$ cat src/rtl/tag_sort_pkg.sv
// Shared types and sizing for the multibit tag-sort tree search engine.
package tag_sort_pkg;
  localparam int W_DEF = 16;
  localparam int N_DEF = 4;
  localparam int LOG2W = $clog2(W_DEF);
  localparam int TAG_W = N_DEF + LOG2W;

  typedef enum logic [2:0] {IDLE, ROOT, RD, LEAF, DONE} state_t;
endpackage

$ cat src/rtl/lsb_first_enc.sv
// Combinational priority encoder: index of the lowest set bit, plus found flag.
module lsb_first_enc #(
  parameter int W = 16,
  localparam int LW = $clog2(W)
) (
  input  logic [W-1:0]  i_vec,
  output logic [LW-1:0] o_idx,
  output logic          o_found
);
  // Scan high to low so the last hit, the lowest index, wins.
  always_comb begin
    o_idx   = '0;
    o_found = 1'b0;
    for (int i = W - 1; i >= 0; i--) begin
      if (i_vec[i]) begin
        o_idx   = LW'(i);
        o_found = 1'b1;
      end
    end
  end
endmodule

$ cat src/rtl/tree_min_search.sv
// Minimum-tag search: lowest root bit selects a layer-2 node, lowest node bit
// selects the leaf; result is {node, leaf}.
module tree_min_search
  import tag_sort_pkg::*;
#(
  parameter int W = W_DEF,
  parameter int N = N_DEF
) (
  input  logic                       clk,
  input  logic                       rst,
  input  logic                       req_valid,
  output logic                       req_ready,
  input  logic [W-1:0]               root_bitmap,
  output logic                       mem_ena,
  output logic [N-1:0]               mem_addr,
  input  logic [W-1:0]               mem_data,
  output logic                       res_valid,
  input  logic                       res_ready,
  output logic [N+$clog2(W)-1:0]     res_tag,
  output logic                       res_empty,
  output logic                       res_err
);
  localparam int LW    = $clog2(W);
  localparam int TW    = N + LW;
  localparam int NODES = 1 << N;

  state_t         r_state;
  logic           r_found;
  logic [N-1:0]   r_node;
  logic           r_mem_ena;
  logic [N-1:0]   r_mem_addr;
  logic [TW-1:0]  r_tag;
  logic           r_empty;
  logic           r_err;

  logic [W-1:0]   w_root_mask;
  logic [W-1:0]   w_root_vec;
  logic [LW-1:0]  w_root_idx;
  logic           w_root_found;
  logic [LW-1:0]  w_leaf_idx;
  logic           w_leaf_found;

  // Root bits beyond the node count have no backing node and are ignored.
  always_comb begin
    w_root_mask = '0;
    for (int i = 0; i < W; i++) w_root_mask[i] = (i < NODES);
  end
  assign w_root_vec = root_bitmap & w_root_mask;

  lsb_first_enc #(.W(W)) u_root_enc (
    .i_vec   (w_root_vec),
    .o_idx   (w_root_idx),
    .o_found (w_root_found)
  );

  lsb_first_enc #(.W(W)) u_leaf_enc (
    .i_vec   (mem_data),
    .o_idx   (w_leaf_idx),
    .o_found (w_leaf_found)
  );

  // Root is encoded at accept time so the read strobe is a registered output
  // that lands exactly on the ROOT cycle.
  always_ff @(posedge clk) begin
    if (!rst) begin
      r_state    <= IDLE;
      r_found    <= 1'b0;
      r_node     <= '0;
      r_mem_ena  <= 1'b0;
      r_mem_addr <= '0;
      r_tag      <= '0;
      r_empty    <= 1'b0;
      r_err      <= 1'b0;
    end else begin
      case (r_state)
        IDLE: if (req_valid) begin
          r_found   <= w_root_found;
          r_node    <= N'(w_root_idx);
          r_mem_ena <= w_root_found;
          if (w_root_found) r_mem_addr <= N'(w_root_idx);
          r_state   <= ROOT;
        end
        ROOT: begin
          r_mem_ena <= 1'b0;
          if (!r_found) begin
            r_empty <= 1'b1;
            r_tag   <= '0;
            r_state <= DONE;
          end else begin
            r_state <= RD;
          end
        end
        RD:   r_state <= LEAF;
        // Encoder yields index 0 on an all-zero node, giving {node, 0} on error.
        LEAF: begin
          r_tag   <= {r_node, w_leaf_idx};
          r_err   <= ~w_leaf_found;
          r_state <= DONE;
        end
        DONE: if (res_ready) begin
          r_tag   <= '0;
          r_empty <= 1'b0;
          r_err   <= 1'b0;
          r_state <= IDLE;
        end
        default: r_state <= IDLE;
      endcase
    end
  end

  assign req_ready = (r_state == IDLE);
  assign res_valid = (r_state == DONE);
  assign mem_ena   = r_mem_ena;
  assign mem_addr  = r_mem_addr;
  assign res_tag   = r_tag;
  assign res_empty = r_empty;
  assign res_err   = r_err;
endmodule

$ cat config.mk
export PLATFORM = sky130hd
export DESIGN_NAME = tree_min_search
export DESIGN_NICKNAME = d
export VERILOG_FILES = /design/src/rtl/tag_sort_pkg.sv /design/src/rtl/lsb_first_enc.sv /design/src/rtl/tree_min_search.sv
export SDC_FILE = /design/constraint.sdc
export NUM_CORES = 1
export LEC_CHECK = 0
export ABC_CLOCK_PERIOD_IN_PS = 1500
export CORE_MARGIN = 2
export CORE_UTILIZATION = 37
export CTS_CLUSTER_SIZE = 25
export DETAILED_ROUTE_END_ITERATION = 10
export PLACE_DENSITY = 0.85
export SETUP_SLACK_MARGIN = 0.4
export SYNTH_ARGS = -nofsm -noshare
export SYNTH_HDL_FRONTEND = slang
export SYNTH_SLANG_ARGS = --single-unit
$ cat constraint.sdc
create_clock -name clk -period 1.5 [get_ports clk]
set_clock_uncertainty 0.1 [all_clocks]
set_input_delay 0.45 -clock clk [delete_from_list [all_inputs] [get_ports clk]]
set_output_delay 0.45 -clock clk [all_outputs]
set_load 0.03 [all_outputs]
After elaboration in Yosys (flattened, before gate mapping)

Cells that the tools add are included.

Muxes and demuxes: 77
Eq/ne operators: 7
Reduce and logical (&&, ||, !) cells: 12
Bitwise gates (word level): 1

Operators with widths:

| cell                 | number |
|---|---|
| $mux W4              | 32 |
| $mux W1              | 35 |
| $pmux W8 S3          | 1 |
| $mux W8              | 2 |
| $pmux W3 S5          | 1 |
| $mux W3              | 3 |
| $reduce_and A3 Y1    | 3 |
| $reduce_and A2 Y1    | 4 |
| $eq A3 B2 Y1 const B | 2 |
| $pmux W1 S2          | 3 |
| $reduce_bool A2 Y1   | 3 |
| $ne A2 B2 Y1 const B | 2 |
| $eq A3 B1 Y1 const B | 1 |
| $eq A3 B3 Y1 const B | 1 |
| $logic_not A3 Y1     | 1 |
| $reduce_bool A3 Y1   | 1 |
| $ne A2 B1 Y1 const B | 1 |
| $not A1 Y1           | 1 |

Input port bits: 36
Register bits: 23

Longest topological paths before layout

Depth in word-level cells: 18
Gate-level depth with buffers: 5

Cells and area by module

A second synthesis with hierarchy kept.

Cells, all modules: 154
Area, all modules: 1,275.0 um^2

By module, submodules not included:

| module          | cells each | sequential area each (um^2) | area each (um^2) | instances |
|---|---|---|---|---|
| tree_min_search | 88         | 460.4                       | 917.1            | 1 |
| lsb_first_enc   | 33         | 0.0                         | 178.9            | 2 |

Least setup slack after synthesis

No wires, ideal clock.

Kind: flip-flop to flip-flop
From: reg r_state[1]
To: reg r_node[3]
Buffers on the path: 0
Arrival time: 1.589 ns
Setup slack: -0.261 ns
Cell stages (with the launch flop): 5
Setup time: 0.072 ns
Cells stage by stage: dfxtp_1 > nor3_2 > nand2_2 > or3b_1 > a21oi_1

Cells in the longest elaborated chain, start to end: 2

Ends and longest elaborated chain:

| what                        | RTL line              | RTL |
|---|---|---|
| start, declared             | tree_min_search.sv:27 | `state_t r_state;` |
| start signal, assigned      | tree_min_search.sv:66 | `r_state <= IDLE;` |
| start signal, assigned      | tree_min_search.sv:81 | `r_state <= ROOT;` |
| start signal, assigned      | tree_min_search.sv:88 | `r_state <= DONE;` |
| $logic_not A3 Y1            | --                    |  |
| named net req_ready         | tree_min_search.sv:12 | `output logic req_ready,` |
| $reduce_and A2 Y1 (no line) | --                    |  |
| end signal, assigned        | tree_min_search.sv:78 | `r_node <= N'(w_root_idx);` |
| end, declared               | tree_min_search.sv:29 | `logic [N-1:0] r_node;` |

The timed path passes the listed nets, and every way through them passes these cells.
A chain may end at the register's enable or synchronous reset.

Worst setup path after layout

From: reg r_state[2]
To: out req_ready

Cells in the longest elaborated chain, start to end: 1

Ends and longest elaborated chain:

| what             | RTL line               | RTL |
|---|---|---|
| $logic_not A3 Y1 | tree_min_search.sv:111 | `assign req_ready = (r_state == IDLE);` |
| end, declared    | tree_min_search.sv:12  |  |

Every way passes these cells.

==> results.ini <==
[critical_path]
worstReg2RegStart = r_state[0]
cp_slowest_cell = dfxtp_2
timing.rr.end = res_tag[0]
endpoint_kind = output pin
worst_r2r_path_depth = 7
crit_chain = buf_6 > nor3_4 > buf_6
crit_path_frequent_cell = buf_6
critPathRequiredTime_ps = 950
crit_path_max_fanout = 4
critical-path-max-stage-delay_ps = 370
crit_type = flop to output pin
regToRegSetupSlack_ps = -110
worstPathArrival_ps = 1110
crit_path_start_kind = flop

[power_and_ir_drop]
power_density_nw_per_um2 = 607
finalPower_mw = 1.45
ir_drop_mv = 0.317
p_leak_nw = 1.00

[routing]
wirelength_um = 4600
ant_nets = 0
drtIter0Drc = 36
wl_per_cell_um = 15.3
viasPerCell = 5.22
drc = 0
drt_pass1_iterations = 4
dr_total_vias = 1571

[placed_design]
dp_hpwl_um = 2920
gp_congestion = 0.813
portBuffers = 52

[worst_hold_path]
hp-start = mem_addr[1]
worstHoldEndpoint = mem_addr[1]
hold-path-cell-count = 2
min_path_type = flop to flop

[yosys]
yosys.cell_types.count = 38
synth_seq_area_share_pct = 39.6
yosys.area.top_type = dfxtp_1
synth_edf_count = 0
synth_commonest_cells = 26 x nor2_1, 23 x dfxtp_1, 19 x a21oi_1
async_flop_share_pct = 0
synth_flop_cell = dfxtp_1
synth_nets = 188
synth.most_common_cell = nor2_1
syn_area_um2 = 1160
yosysTopAreaCellShare_pct = 39.6
ys_top_cells_by_area = dfxtp_1 40%, nor2_1 8.4%, a21oi_1 8.2%
synth_seq_cells = 23
syn_inst = 152
yosys_warnings = 0
synth_area_per_cell_um2 = 7.65

[timing]
final.period_utilization_pct = 111
fin_crit_ps = 1660
tightest_slew_ps = 447
rsz0062_at_grt = yes
fin_ws_ps = -159
slew_violations = 0
relSlewSlack_pct = 69.4
fmax_mhz = 603
hold_viol = 0
setup_viol = 11

[final_layout]
final_nets = 294
n_fill_cell = 196
multi_input_area_um2 = 853
drive_gt1_share_pct = 52.5
fin_util_pct = 78.6
num_antenna_cells = 0
seqCellArea_um2 = 488
layout-area-overhead-vs-synth_pct = 105

[die]
die-area_um2 = 3610
coreArea_um2 = 3030
die_w_um = 60.1
start_util_pct = 38.4
ios = 53
num_rows = 20
die_y_um = 60.1

[clocking]
htreeDepth = 1
cts_root_buffer = clkbuf_4
clk-insertion-delay-late_ps = 330
cts-buffers-inserted = 3
clock-sinks = 23
cts_buffer_depth = 2
clk_pin_slew_ps = 130
cts_tree = built
postCtsHoldBufs = 0

[grt]
grt_pass1_wl_um = 6780
grt_use_total_pct = 25.5
antenna_found_initial = 0
grt_max_degree = 16
grt-ovfl-total = 0
grt_pass1_vias = 1629

[status]
violations = negative setup slack
status = finished, violations left

[run]
drv_cap = 0

[how the worst max path moves through the flow]
stage | start | endpoint
after global routing | r_state[2] | req_ready
after floorplan | r_state[1] | r_node[3]
after CTS | r_state[2] | req_ready
after global placement | root_bitmap[13] | mem_addr[1]
after detailed placement | root_bitmap[7] | r_node[3]
final | r_state[2] | req_ready
[logic make-up after synthesis]
group | Yosys count | share of synthesized area (%)
AOI/OAI and AO/OA | 46 | 25.3
DFF | 23 | 39.6
muxes | 1 | 0.861
and+or+nand+nor | 70 | 30.4
buffers and inverters | 12 | 3.87
[critical path, delay by kind of cell (launching register included)]
family	cells	cell delay, ps
buf+inv	2	280
flops	1	370
simple gates	1	130
[cell usage in the layout (no fill, tap or decap), types with 2 or more instances in the layout]
| master | synthesis | layout |
|---|---|---|
| buf_4 | 0 | 43 |
| buf_6 | 0 | 26 |
| nor2_1 | 26 | 21 |
| dlygate4sd2_1 | 0 | 17 |
| dfxtp_2 | 0 | 16 |
| nand2_1 | 16 | 15 |
| a21oi_1 | 19 | 13 |
| inv_1 | 9 | 9 |
| clkdlybuf4s50_1 | 0 | 9 |
| a21oi_2 | 1 | 6 |
| o21ai_0 | 7 | 5 |
| dfxtp_1 | 23 | 5 |
| nor2_2 | 0 | 4 |
| a22oi_1 | 4 | 4 |
| buf_2 | 0 | 4 |
| nor3_4 | 1 | 3 |
| nand2b_1 | 3 | 3 |
| nor4_4 | 0 | 3 |
| nand3_2 | 0 | 3 |
| clkbuf_4 | 0 | 3 |
| clkinv_2 | 0 | 2 |
| nor3_2 | 1 | 2 |
| o21ai_2 | 1 | 2 |
| nor4_1 | 6 | 2 |
| a32o_1 | 2 | 2 |
| clkdlybuf4s15_2 | 0 | 2 |
| clkdlybuf4s15_1 | 0 | 2 |
| dfxtp_4 | 0 | 2 |
[report_power, final]
group	internal [mW]	leakage [nW]	switching [mW]	total, mW
Sequential	0.634	0.196	0.0248	0.659
Combinational	0.252	0.788	0.237	0.490
Clock	0.100	0.0177	0.196	0.296
[stage by stage]
step | setup TNS [ps] | hold slack, ps | cell area [µm²] | setup slack (ps) | instances
4_1_cts | -793 | 380 | 2260 | -156 | 295
2_1_floorplan | -22.7 | 335 | 1230 | -22.7 | 152
3_5_place_dp | -8340 | 347 | 1970 | -605 | 275
5_1_grt | -1860 | 408 | 2380 | -213 | 301
3_3_place_gp | -7460 | 344 | 1970 | -536 | 275
6_report | -856 | 394 | 2380 | -159 | 301
[per-layer routing]
metal  track usage [%]  part of all wire, %
met5                 0                    0
met4              13.7                  3.4
met3              4.11                  6.6
met2              50.0                   53
met1              24.8                   37
[timing repair]
item                       CTS  global route
setup endpoints to repair   40            39
gates resized for setup    105            19
buffers inserted            16             6
pin swaps                   25             9
hold endpoints to repair     0             0
[state kept, by name (all words and copies together), names as in the netlist]
| signal | cells |
|---|---|
| mem_addr | 4 |
| mem_ena | 1 |
| r_found | 1 |
| r_node | 4 |
| r_state | 3 |
| res_empty | 1 |
| res_err | 1 |
| res_tag | 8 |
[cell type report]
class	instances	area share (%)
clock buffer	3	0.946
clock inverter	1	0.210
inverter	10	1.63
multi-input combinational	117	35.9
sequential	23	20.5
tap	44	2.31
timing repair buffer	103	38.5
(Power assumes the default switching activity.)
